--- config.mk ---
export PLATFORM = sky130hd
export DESIGN_NAME = ir_nec_receiver_flat
export DESIGN_NICKNAME = d
export VERILOG_FILES = /design/src/rtl/ir_nec_receiver_if.sv /design/src/rtl/ir_nec_receiver.sv /design/src/flat_wrapper.sv
export SDC_FILE = /design/constraint.sdc
export NUM_CORES = 1
export LEC_CHECK = 0
export ABC_AREA = 1
export CORE_AREA = 2 2 99 101
export CTS_CLUSTER_SIZE = 28
export DETAILED_ROUTE_END_ITERATION = 8
export DIE_AREA = 0 0 101 103
export PLACE_DENSITY = 0.81
export SLEW_MARGIN = 30
export SYNTH_ARGS = -nofsm -noshare
export SYNTH_HDL_FRONTEND = slang
export SYNTH_SLANG_ARGS = --single-unit
--- constraint.sdc ---
create_clock -name clk -period 2 [get_ports clk]
set_input_delay 0.3 -clock clk [delete_from_list [all_inputs] [get_ports clk]]
set_output_delay 0.3 -clock clk [all_outputs]
set_load 0.05 [all_outputs]
--- src/rtl/ir_nec_receiver_if.sv ---
// Demodulated IR input plus the decoded-frame outputs of the NEC receiver.
interface ir_nec_receiver_if;
  logic        ir_in;
  logic [31:0] ir_data;
  logic        data_ready;
  logic        repeat_code;
  logic        frame_error;

  modport master (
    output ir_in,
    input  ir_data, data_ready, repeat_code, frame_error
  );

  modport slave (
    input  ir_in,
    output ir_data, data_ready, repeat_code, frame_error
  );
endinterface

--- src/rtl/ir_nec_receiver.sv ---
// NEC IR frame decoder: pulse-width classification of the synchronized receiver
// output into 32-bit frames, with repeat-code detection and timeout recovery.
module ir_nec_receiver #(
  parameter int CYC_PER_US = 50
) (
  input  logic             clk,
  input  logic             rst_n,
  ir_nec_receiver_if.slave ir
);
  localparam int CW = $clog2(11000 * CYC_PER_US + 1);
  localparam logic [CW-1:0] TIMEOUT = CW'(11000 * CYC_PER_US);

  localparam logic [2:0] IDLE       = 3'd0;
  localparam logic [2:0] LEAD_BURST = 3'd1;
  localparam logic [2:0] LEAD_SPACE = 3'd2;
  localparam logic [2:0] BIT_BURST  = 3'd3;
  localparam logic [2:0] BIT_SPACE  = 3'd4;
  localparam logic [2:0] STOP_BURST = 3'd5;

  logic [2:0]    state, nxt;
  logic          sync1, sync2, s_prev, s, rose, fell;
  logic [CW-1:0] cnt;
  logic [4:0]    idx;
  logic [31:0]   shift;
  logic          rpt;
  logic          err, done, bit_we, bit_val, set_rpt;

  function automatic logic in_win(input logic [CW-1:0] v, input int lo_us, input int hi_us);
    return (v >= CW'(lo_us * CYC_PER_US)) && (v <= CW'(hi_us * CYC_PER_US));
  endfunction

  assign s    = sync2;
  assign rose = s & ~s_prev;
  assign fell = ~s & s_prev;

  always_comb begin
    nxt     = state;
    err     = 1'b0;
    done    = 1'b0;
    bit_we  = 1'b0;
    bit_val = 1'b0;
    set_rpt = 1'b0;
    case (state)
      IDLE:       if (fell) nxt = LEAD_BURST;
      LEAD_BURST: if (rose) begin
                    if (in_win(cnt, 8000, 10000)) nxt = LEAD_SPACE;
                    else                          err = 1'b1;
                  end
      LEAD_SPACE: if (fell) begin
                    if (in_win(cnt, 4000, 5000)) nxt = BIT_BURST;
                    else if (in_win(cnt, 2000, 2500)) begin
                      nxt     = STOP_BURST;
                      set_rpt = 1'b1;
                    end
                    else err = 1'b1;
                  end
      BIT_BURST:  if (rose) begin
                    if (in_win(cnt, 400, 700)) nxt = BIT_SPACE;
                    else                       err = 1'b1;
                  end
      BIT_SPACE:  if (fell) begin
                    if (in_win(cnt, 400, 700)) bit_we = 1'b1;
                    else if (in_win(cnt, 1400, 1900)) begin
                      bit_we  = 1'b1;
                      bit_val = 1'b1;
                    end
                    else err = 1'b1;
                    if (bit_we) nxt = (idx == 5'd31) ? STOP_BURST : BIT_BURST;
                  end
      STOP_BURST: if (rose) begin
                    if (in_win(cnt, 400, 700)) begin
                      done = 1'b1;
                      nxt  = IDLE;
                    end
                    else err = 1'b1;
                  end
      default:    nxt = IDLE;
    endcase
    if (state != IDLE && cnt == TIMEOUT) err = 1'b1;
    // A low line after an error means the edge that caused it may be a new leader.
    if (err) begin
      done    = 1'b0;
      bit_we  = 1'b0;
      set_rpt = 1'b0;
      nxt     = s ? IDLE : LEAD_BURST;
    end
  end

  // Counter reloads to 1 on an edge so that it always equals cycles elapsed
  // since the edge; the old value is still visible for classification in the edge cycle.
  always_ff @(posedge clk) begin
    if (!rst_n) begin
      sync1          <= 1'b1;
      sync2          <= 1'b1;
      s_prev         <= 1'b1;
      cnt            <= '0;
      state          <= IDLE;
      idx            <= '0;
      shift          <= '0;
      rpt            <= 1'b0;
      ir.ir_data     <= '0;
      ir.data_ready  <= 1'b0;
      ir.repeat_code <= 1'b0;
      ir.frame_error <= 1'b0;
    end else begin
      sync1  <= ir.ir_in;
      sync2  <= sync1;
      s_prev <= sync2;
      if (rose || fell)  cnt <= CW'(1);
      else if (cnt != '1) cnt <= cnt + CW'(1);
      state <= nxt;
      if (bit_we) begin
        shift[idx] <= bit_val;
        idx        <= idx + 5'd1;
      end
      else if (state == LEAD_SPACE) idx <= '0;
      ir.data_ready  <= 1'b0;
      ir.repeat_code <= 1'b0;
      ir.frame_error <= 1'b0;
      if (err) begin
        ir.frame_error <= 1'b1;
        rpt            <= 1'b0;
      end
      else if (done) begin
        rpt <= 1'b0;
        if (rpt) ir.repeat_code <= 1'b1;
        else if (shift[31:24] == ~shift[23:16]) begin
          ir.ir_data    <= shift;
          ir.data_ready <= 1'b1;
        end
        else ir.frame_error <= 1'b1;
      end
      else if (set_rpt) rpt <= 1'b1;
    end
  end
endmodule

--- src/flat_wrapper.sv ---
// flat-port wrapper written by rule: the top's interface ports become plain ports
module ir_nec_receiver_flat 
#(
  parameter int CYC_PER_US = 50
)
  (clk, rst_n, ir_ir_in, ir_ir_data, ir_data_ready, ir_repeat_code, ir_frame_error);
  ir_nec_receiver_if ir_i ();
  input  logic clk;
  input  logic rst_n;
  input wire logic [$bits(ir_i.ir_in)-1:0] ir_ir_in;
  output wire logic [$bits(ir_i.ir_data)-1:0] ir_ir_data;
  output wire logic [$bits(ir_i.data_ready)-1:0] ir_data_ready;
  output wire logic [$bits(ir_i.repeat_code)-1:0] ir_repeat_code;
  output wire logic [$bits(ir_i.frame_error)-1:0] ir_frame_error;
  assign ir_i.ir_in = ir_ir_in;
  assign ir_ir_data = ir_i.ir_data;
  assign ir_data_ready = ir_i.data_ready;
  assign ir_repeat_code = ir_i.repeat_code;
  assign ir_frame_error = ir_i.frame_error;
  ir_nec_receiver #(.CYC_PER_US(CYC_PER_US)) u_core (.clk(clk), .rst_n(rst_n), .ir(ir_i));
endmodule
# After elaboration in Yosys (flattened, before gate mapping)
# Cells that the tools add are included.
# totals
elab_cells	135
input_bits	3
out_inout_bits	35
regBits	99
# op_classes
n_reduce_logical	19
n_eq_ne	20
add_sub_neg	2
magnitude_cmp	12
mux	60
n_bitwise	9
# op_table
op	n
2-to-1 mux 3 bit	14
>= comparator 20 x 17 -> 1 bit, second input constant	2
<= comparator 20 x 17 -> 1 bit, second input constant	2
2-to-1 mux 1 bit	40
bitwise mux 32 bit	1
inequality test 3 x 1 -> 1 bit, second input constant	10
adder 20 x 1 -> 20 bit, second input constant	1
equality test 20 bit, second input constant	1
>= comparator 20 x 15 -> 1 bit, second input constant	1
>= comparator 20 x 18 -> 1 bit, second input constant	1
>= comparator 20 x 19 -> 1 bit, second input constant	1
<= comparator 20 x 16 -> 1 bit, second input constant	1
<= comparator 20 x 18 -> 1 bit, second input constant	1
<= comparator 20 x 19 -> 1 bit, second input constant	1
inequality test 20 bit, second input constant	1
case mux 3 bit (6 select lines)	1
AND reduction 11 bit	1
2-to-1 mux 5 bit	2
equality test 8 bit	1
inverter 8 bit	1
logical AND 1 bit	7
equality test 3 x 2 -> 1 bit, second input constant	2
equality test 3 bit, second input constant	2
less-than comparator 5 x 6 -> 1 bit, second input constant	1
other kinds (17)	26

# Logic depth before layout (Yosys ltp)
# Gate-level depths: netlist of run 1.
# logic_depth
ltp_word	10
ltp_mapped	18
depth_no_buf	17

# Worst setup path after synthesis of run 1
# OpenSTA, ideal clock, no wires.
# synth_path
path_kind	reg-to-reg
start	register u_core.cnt[9]
end	register u_core.shift[12]
path_stages_with_launch	17
path_slack_ps	142
n_path_buf	2
period_less_slack_ps	1858
t_required_ps	1885
setup_ps	115
t_arrival_ps	1743
cell_sequence	dfxtp_1 buf_2 nor2_1 nand3_1 nor2_2 nand3_1 nand3_2 nand2_2 nand2_2 nand2_4 nor2_8 inv_8 nor2_8 buf_6 nand3_1 nand2_1 nor2_1
# synth_between
elab_chain_len	9
word_cells_on_any_way	40
classes_between	10 x order compare; 1 x eq/ne; 23 x mux; 6 x reduce/logical
# synth_rtl
item	line	source
start: declaration	ir_nec_receiver.sv:22	logic [CW-1:0] cnt;
start signal: assignment	ir_nec_receiver.sv:110	else if (cnt != '1) cnt <= cnt + CW'(1);
>= comparator 20 x 17 -> 1 bit / <= comparator 20 x 17 -> 1 bit (equally long branches)	ir_nec_receiver.sv:29	return (v >= CW'(lo_us * CYC_PER_US)) && (v <= CW'(hi_us * CYC_PER_US));
logical AND 1 bit	ir_nec_receiver.sv:29	
2-to-1 mux 1 bit	ir_nec_receiver.sv:63	else if (in_win(cnt, 1400, 1900)) begin
2-to-1 mux 1 bit	ir_nec_receiver.sv:62	if (in_win(cnt, 400, 700)) bit_we = 1'b1;
2-to-1 mux 1 bit	ir_nec_receiver.sv:61	BIT_SPACE: if (fell) begin
2-to-1 mux 1 bit	ir_nec_receiver.sv:43	case (state)
2-to-1 mux 1 bit	ir_nec_receiver.sv:61	
2-to-1 mux 1 bit	ir_nec_receiver.sv:43	
2-to-1 mux 1 bit	ir_nec_receiver.sv:81	if (err) begin
end signal: indexed assignment	ir_nec_receiver.sv:113	shift[idx] <= bit_val;
end: declaration	ir_nec_receiver.sv:24	logic [31:0] shift;
# Several ways; a longest one is shown, not always the timed one. The select of a mux whose other input is x is not followed.
# A chain may end at the register's enable or synchronous reset.

# Final worst setup path of run 1
# layout_path
start	register u_core.cnt[9]
end	register u_core.shift[17]
# The elaborated chain is that of the path after synthesis.

==> impl_metrics.csv, run 1 <==
group,metric,value,unit
status,status,"complete, but fails checks",
status,failed_checks,"negative setup slack",
place,place_hpwl,12200,um
timing,hold_violations,0,
timing,clock_skew,0.0177,ns
route,vias,6310,
run,cap_violations,0,
power,power_density,483,nW/um2
power,finalPower,0.00365,W
worst_setup_path,crit_path_top_delay_cell,"dfxtp_4",
timing,setup_ws,-0.114,ns
worst_setup_path,cp-start-kind,"flip-flop",
grt,grt_start_max_net_pins,36,
route,wl_per_cell,18.0,um
synth,synthArstFlopShare,0,%
cts,cts.clk_slew.worst_paths,0.11,ns
layout,drive_gt1_share,33.6,%
worst_setup_path,worstSetupPathType,"flip-flop to flip-flop",
synth,yosysMostFrequentCell,"nor2_1",
cts,tritoncts,"done",
synth,synth_cells,800,
timing,finalCritPeriodShare,106,%
worst_setup_path,crit_fanout,8,
die,start_util,56.3,%
worst_setup_path,end_kind,"flip-flop",
timing,slew_headroom,64.7,%
die,core,9460,um2
route,drc_errors,0,
worst_setup_path,path_cells,"buf_6 -> nand2_1 -> nor3_2 -> nand3_1 -> nand2_2 -> nand2_2 -> nand2_4 -> nand2_4 -> nor2_8 -> inv_6 -> nor2_8 -> nand3_1 -> nand2_1 -> nor2_1",
worst_setup_path,max_stage_delay,0.43,ns
layout,fin_util,79.9,%
die,die_area,10400,um2
die,io_pins,38,
synth,synth_area_leaders,"dfxtp_1 (37%), nor2_1 (12%), nand2_1 (11%), nand3_1 (6.5%), a21oi_1 (5.8%)",
hold_path,hp-class,"input pin to flip-flop",
timing,setup_viol,33,
timing,max_slew.worst_pin.slew,0.527,ns
cts,cts_max_path_buffers,2,
die,die_height,103,um
route,dr.pass1.iters,8,
worst_setup_path,required,2.29,ns
grt,grt_pass1_wl,27800,um
grt,grt.busiest_layer,"met2",
timing,slew_violations,0,
layout,syn_to_final_growth,41.9,%
timing,min_period,2.11,ns
synth,syn_nets,812,
grt,antenna_found_initial,0,
synth,synth_area_leader_cell,"dfxtp_1",
place,finalWeightedCongestion,0.999,
cts,numCtsBuffers,9,
timing,rsz0062_at_grt,"yes",
power,leakagePower,3.43,nW
route,vias_per_cell,5.93,
layout,diodes,0,
grt,globalRouteTotalUtil,34.2,%
route,routed_wl,19100,um
cts,htree_levels,3,
grt,use_met3,7.53,%
synth,yosysSeqAreaShare,37.2,%
die,rows,36,
grt,grt-ovfl-total,0,
worst_setup_path,arrival,2.40,ns
synth,syn_avg_cell_area,6.66,um2
grt,first_global_vias,5559,
timing,fmax,473,MHz
place,io_buffers,37,
synth,ys_types,38,
grt,gr-usage-met2,53.0,%
route,drt-initial-drc-count,665,
synth,ys.flop_type,"dfxtp_1",
die,die_w,101,um
cts,root_buffer,"clkbuf_8",
grt,grt_use_met1,47.4,%
synth,yosys-top-cells-count,"nor2_1 (164), nand2_1 (161), dfxtp_1 (99)",
synth,ys_warn_count,0,
cts,clk_latency,0.39,ns
layout,finalNetCount,958,
synth,synth_edf_count,0,
route,ant_nets,0,
cts,cts_sinks,99,
synth,netlist_area,5330,um2
synth,ys_ff_latch,99,
power,vdd_ir_drop_max,0.000564,V
synth,yosysTopAreaCellShare,37.2,%
-- cells in the final DEF, fill, tap and decap left out, types with 2 or more instances in the layout --
| cell type | netlist | layout |
|---|---|---|
| nand2_2 | 6 | 39 |
| dfxtp_4 | 0 | 16 |
| ha_1 | 9 | 7 |
| dfxtp_2 | 0 | 4 |
| o21ai_0 | 51 | 45 |
| nand4_1 | 13 | 13 |
| inv_1 | 60 | 52 |
| nor2_8 | 5 | 5 |
| nand3_2 | 2 | 28 |
| inv_2 | 7 | 11 |
| dfxtp_1 | 99 | 79 |
| buf_12 | 0 | 6 |
| nand3_1 | 69 | 40 |
| inv_6 | 0 | 3 |
| a21oi_1 | 62 | 44 |
| nand3_4 | 0 | 3 |
| nor4_1 | 7 | 6 |
| nor2_1 | 164 | 143 |
| nor3_2 | 1 | 2 |
| xnor2_1 | 3 | 3 |
| or2_2 | 2 | 2 |
| inv_4 | 0 | 3 |
| nor3_1 | 17 | 15 |
| nand3b_1 | 3 | 3 |
| a21oi_2 | 0 | 18 |
| xor2_1 | 4 | 4 |
| nor2_2 | 4 | 16 |
| nor3b_1 | 3 | 2 |
| clkdlybuf4s50_1 | 0 | 36 |
| a31oi_1 | 4 | 4 |
| nand2_1 | 161 | 123 |
| clkbuf_8 | 0 | 9 |
| buf_4 | 3 | 96 |
| o21ai_1 | 0 | 6 |
| buf_6 | 5 | 20 |
| clkinv_2 | 0 | 2 |
| nand2_4 | 2 | 7 |
| nor2_4 | 2 | 15 |
-- kinds of logic after synthesis --
family                   share of synthesized area (%)
flip-flops                                        37.2
AND/OR/NAND/NOR                                   39.1
XOR/XNOR                                          1.15
AO/OA/AOI/OAI                                     12.1
buffers and inverters                             8.36
adder cells (fa/ha/maj)                           2.11
-- through the flow --
step / std cells / setup slack [ns] / hold WS, ns / setup TNS [ns] / cell area [um2]
after floorplan: 800 / 0.142 / 0.393 / 0 / 5330
after global placement: 1014 / -0.158 / 0.402 / -2.44 / 6400
after detailed placement: 1014 / -0.174 / 0.404 / -6.92 / 6400
after CTS: 1051 / -0.0242 / 0.301 / -0.150 / 6970
after global routing: 1064 / -0.228 / 0.338 / -8.96 / 7560
final: 1064 / -0.114 / 0.332 / -1.38 / 7560
-- registers in the layout, summed over array words and instances, names as in the netlist --
name                   flops
u_core.ir.repeat_code      1
u_core.ir.data_ready       1
u_core.ir.frame_error      1
u_core.idx                 5
u_core.cnt                20
u_core.s_prev              1
u_core.s                   1
u_core.shift              32
u_core.ir.ir_data         32
u_core.rpt                 1
u_core.sync1               1
u_core.state               3
-- worst max-delay path, delay by kind of cell (launching register included) --
kind / cells / cell delay, ns
simple gates: 12 / 1.38
buf+inv: 2 / 0.21
flops: 1 / 0.43
-- final timing paths --
check | from | end | slack (ns) | cells after the start
worst max-delay path | u_core.cnt[9] | u_core.shift[17] | -0.11 | 14
worst max register to register | u_core.cnt[9] | u_core.shift[17] | -0.11 | 14
worst min register to register | u_core.sync1 | u_core.s | 0.43 | 1
worst min-delay path | rst_n | u_core.shift[10] | 0.33 | 3
-- power breakdown --
part / switching, W / internal [W]
clock network: 0.000739 / 0.000458
registers: 0.0000323 / 0.00198
logic: 0.000277 / 0.000168
-- metal layers --
metal / share of wire [%] / wire (um) / vias up
met5: 0 / 0 / -
met4: 2.8 / 539 / 0
met3: 9.6 / 1840 / 62
met2: 46 / 8820 / 376
met1: 41 / 7920 / 2970
li1: - / - / 2902
-- timing repair --
action | 4_1_cts | 5_1_grt
setup buffers | 17 | 11
resized for setup | 78 | 130
gates cloned | 5 | 2
endpoints found under the hold margin | 0 | 0
hold buffers | 0 | 0
setup endpoints to repair | 84 | 89
pin swaps | 28 | 46
-- layout make-up --
type	instances	area, um2
clock buffers	10	128
multi-input cells	605	3440
clock inverters	5	38.8
well taps	114	143
inverters	69	284
fillers	622	1900
flip-flops and latches	99	2050
repair buffers	161	1470
repair inverters	1	8.76
Power figures use the tool's default switching activity.
==> inputs of run 2 (changes only) <==
==> constraint.sdc (replaced) <==
create_clock -name clk -period 2.3 [get_ports clk]
set_input_delay 0.345 -clock clk [delete_from_list [all_inputs] [get_ports clk]]
set_output_delay 0.345 -clock clk [all_outputs]
set_load 0.05 [all_outputs]
==> impl_metrics.csv, run 2 (synthesized netlist as in run 1, its figures left out) <==
group,metric,value,unit
route,top_layer_used,"met4",
worst_setup_path,r2r_slack,0.07,ns
layout,final_cell_mix,"nor2_1 (161), nand2_1 (156), dfxtp_1 (85)",
hold_path,hp-class,"input pin to flip-flop",
worst_setup_path,required,2.57,ns
layout,num-fill-cells,823,
worst_setup_path,cp-start-kind,"flip-flop",
die,start_util,56.3,%
grt,antenna_found_initial,0,
timing,finalCritPeriodShare,96.9,%
power,p_int,0.00224,W
layout,seq_area,2010,um2
place,dpl.cell_count,947,
cts,clk_latency,0.38,ns
layout,drive_gt1_share,13.8,%
route,vias,5661,
power,pwr-share-clk,33.8,%
die,die_w,101,um
grt,grt_start_max_net_pins,42,
place,place_ws,0.0954,ns
timing,max_slew.worst_pin.slew,0.813,ns
route,routed_wl,15700,um
power,power_density,498,nW/um2
hold_path,hp-start,"rst_n",
die,die_height,103,um
power,power_switching,0.000903,W
layout,layout.cells.non_filler,975,
timing,setup_ws,0.0705,ns
run,cap_violations,0,
worst_setup_path,timing.rr.end,"u_core.shift[29]",
die,die_area,10400,um2
grt,grt_pass1_wl,24000,um
layout,largestRegisters,"u_core.ir.ir_data: 32 flops, u_core.shift: 32 flops, u_core.cnt: 20 flops",
cts,cts_max_path_buffers,2,
layout,final_common_cell,"nor2_1",
cts,numCtsBuffers,9,
die,core,9460,um2
timing,slew_violations,0,
power,vdd_ir_drop_max,0.000489,V
worst_setup_path,arrival,2.50,ns
route,drt-initial-drc-count,505,
worst_setup_path,worstSetupPathType,"flip-flop to flip-flop",
cts,cts_sinks,99,
power,switching_share,28.8,%
layout,diodes,0,
cts,tritoncts,"done",
worst_setup_path,crit_fanout,8,
layout,multi_input_area,3010,um2
status,status,"finished clean",
timing,slew_headroom,45.4,%
route,wl_met3,1380,um
hold_path,whs_path_depth,2,
worst_setup_path,rr_startpoint,"u_core.cnt[18]",
route,dr.pass1.iters,5,
power,pwr-share-comb,10.2,%
place,finalWeightedCongestion,1.07,
route,met2_length,6950,um
timing,clock_skew,0.0135,ns
timing,hold_violations,0,
route,ant_nets,0,
place,place_hpwl,10800,um
route,drc_errors,0,
route,wl_met1,6820,um
route,vias_per_cell,5.81,
layout,syn_to_final_growth,18.3,%
grt,grt-ovfl-total,0,
route,wl_per_cell,16.1,um
worst_setup_path,end_kind,"flip-flop",
die,rows,36,
grt,first_global_vias,5027,
power,pwr-share-seq,56.0,%
place,io_buffers,37,
cts,htree_levels,3,
grt,globalRouteTotalUtil,29.2,%
worst_setup_path,worstRegToRegCells,14,
timing,fmax,449,MHz
power,leakagePower,2.87,nW
cts,cts.clk_slew.worst_paths,0.11,ns
hold_path,min_delay_worst_endpoint,"u_core.s_prev",
die,io_pins,38,
cts,root_buffer,"clkbuf_8",
layout,finalNetCount,868,
timing,min_period,2.23,ns
timing,setup_viol,0,
[run 2: worst max-delay path: stages (launching register included)]
cell and delay [ns]:
dfxtp_1 0.39, nor2_4 0.23, nand3_2 0.11, nor2_2 0.15, nand3_2 0.13, nand3_4 0.12
nand2_2 0.06, nand2_4 0.07, nand2_4 0.06, nor2_8 0.16, clkinv_8 0.14, nor2_4 0.28
nand3_1 0.10, nand2_1 0.07, nor2_1 0.03
[run 2: metal layers]
| layer | GRT usage [%] | vias to the layer above |
|---|---|---|
| li1 | - | 2723 |
| met2 | 45.7 | 289 |
| met4 | 12.3 | 0 |
| met3 | 8.14 | 46 |
| met5 | 0 | - |
| met1 | 38.2 | 2603 |
[run 2: how the worst max path moves through the flow]
stage              startpoint               end
2_1_floorplan   u_core.cnt[9]  u_core.shift[12]
3_3_place_gp    u_core.cnt[9]   u_core.shift[0]
3_5_place_dp    u_core.cnt[9]   u_core.shift[0]
4_1_cts         u_core.cnt[9]   u_core.shift[0]
5_1_grt         u_core.cnt[6]   u_core.shift[2]
6_report       u_core.cnt[18]  u_core.shift[29]
[run 2: power groups by stage]
stage	clock (W)	sequential, W	combinational [W]
final	0.00106	0.00176	0.000320
after global routing	0.00114	0.00176	0.000351
after CTS	0.00107	0.00176	0.000305
after detailed placement	0	0.00180	0.000296
after global placement	0	0.00180	0.000281
after floorplan	0	0.00180	0.000224
[run 2: layout make-up]
| type | instances | area share, % |
|---|---|---|
| Multi-Input combinational cell | 604 | 47.7 |
| Tap cell | 114 | 2.26 |
| Clock inverter | 6 | 0.794 |
| Timing Repair Buffer | 73 | 10.9 |
| Inverter | 69 | 4.35 |
| Clock buffer | 10 | 2.02 |
| Sequential cell | 99 | 31.9 |
[run 2: per-stage QoR]
| stage | hold WS (ns) | power (W) | utilization (%) | TNS [ns] | cell area [um2] |
|---|---|---|---|---|---|
| floorplan | 0.393 | 0.00202 | - | 0 | 5330 |
| global placement | 0.405 | 0.00208 | 62.2 | 0 | 5880 |
| detailed placement | 0.432 | 0.00210 | 62.2 | 0 | 5880 |
| CTS | 0.347 | 0.00314 | 64.1 | 0 | 6060 |
| global route | 0.375 | 0.00326 | 66.7 | -0.180 | 6300 |
| finish | 0.359 | 0.00314 | 66.7 | 0 | 6300 |
[run 2: repair_timing]
action | in CTS | in global routing
hold buffers | 0 | 0
gates resized for setup | 0 | 47
buffers inserted | 0 | 9
endpoints found under the hold margin | 0 | 0
endpoints found under the setup margin | 0 | 68
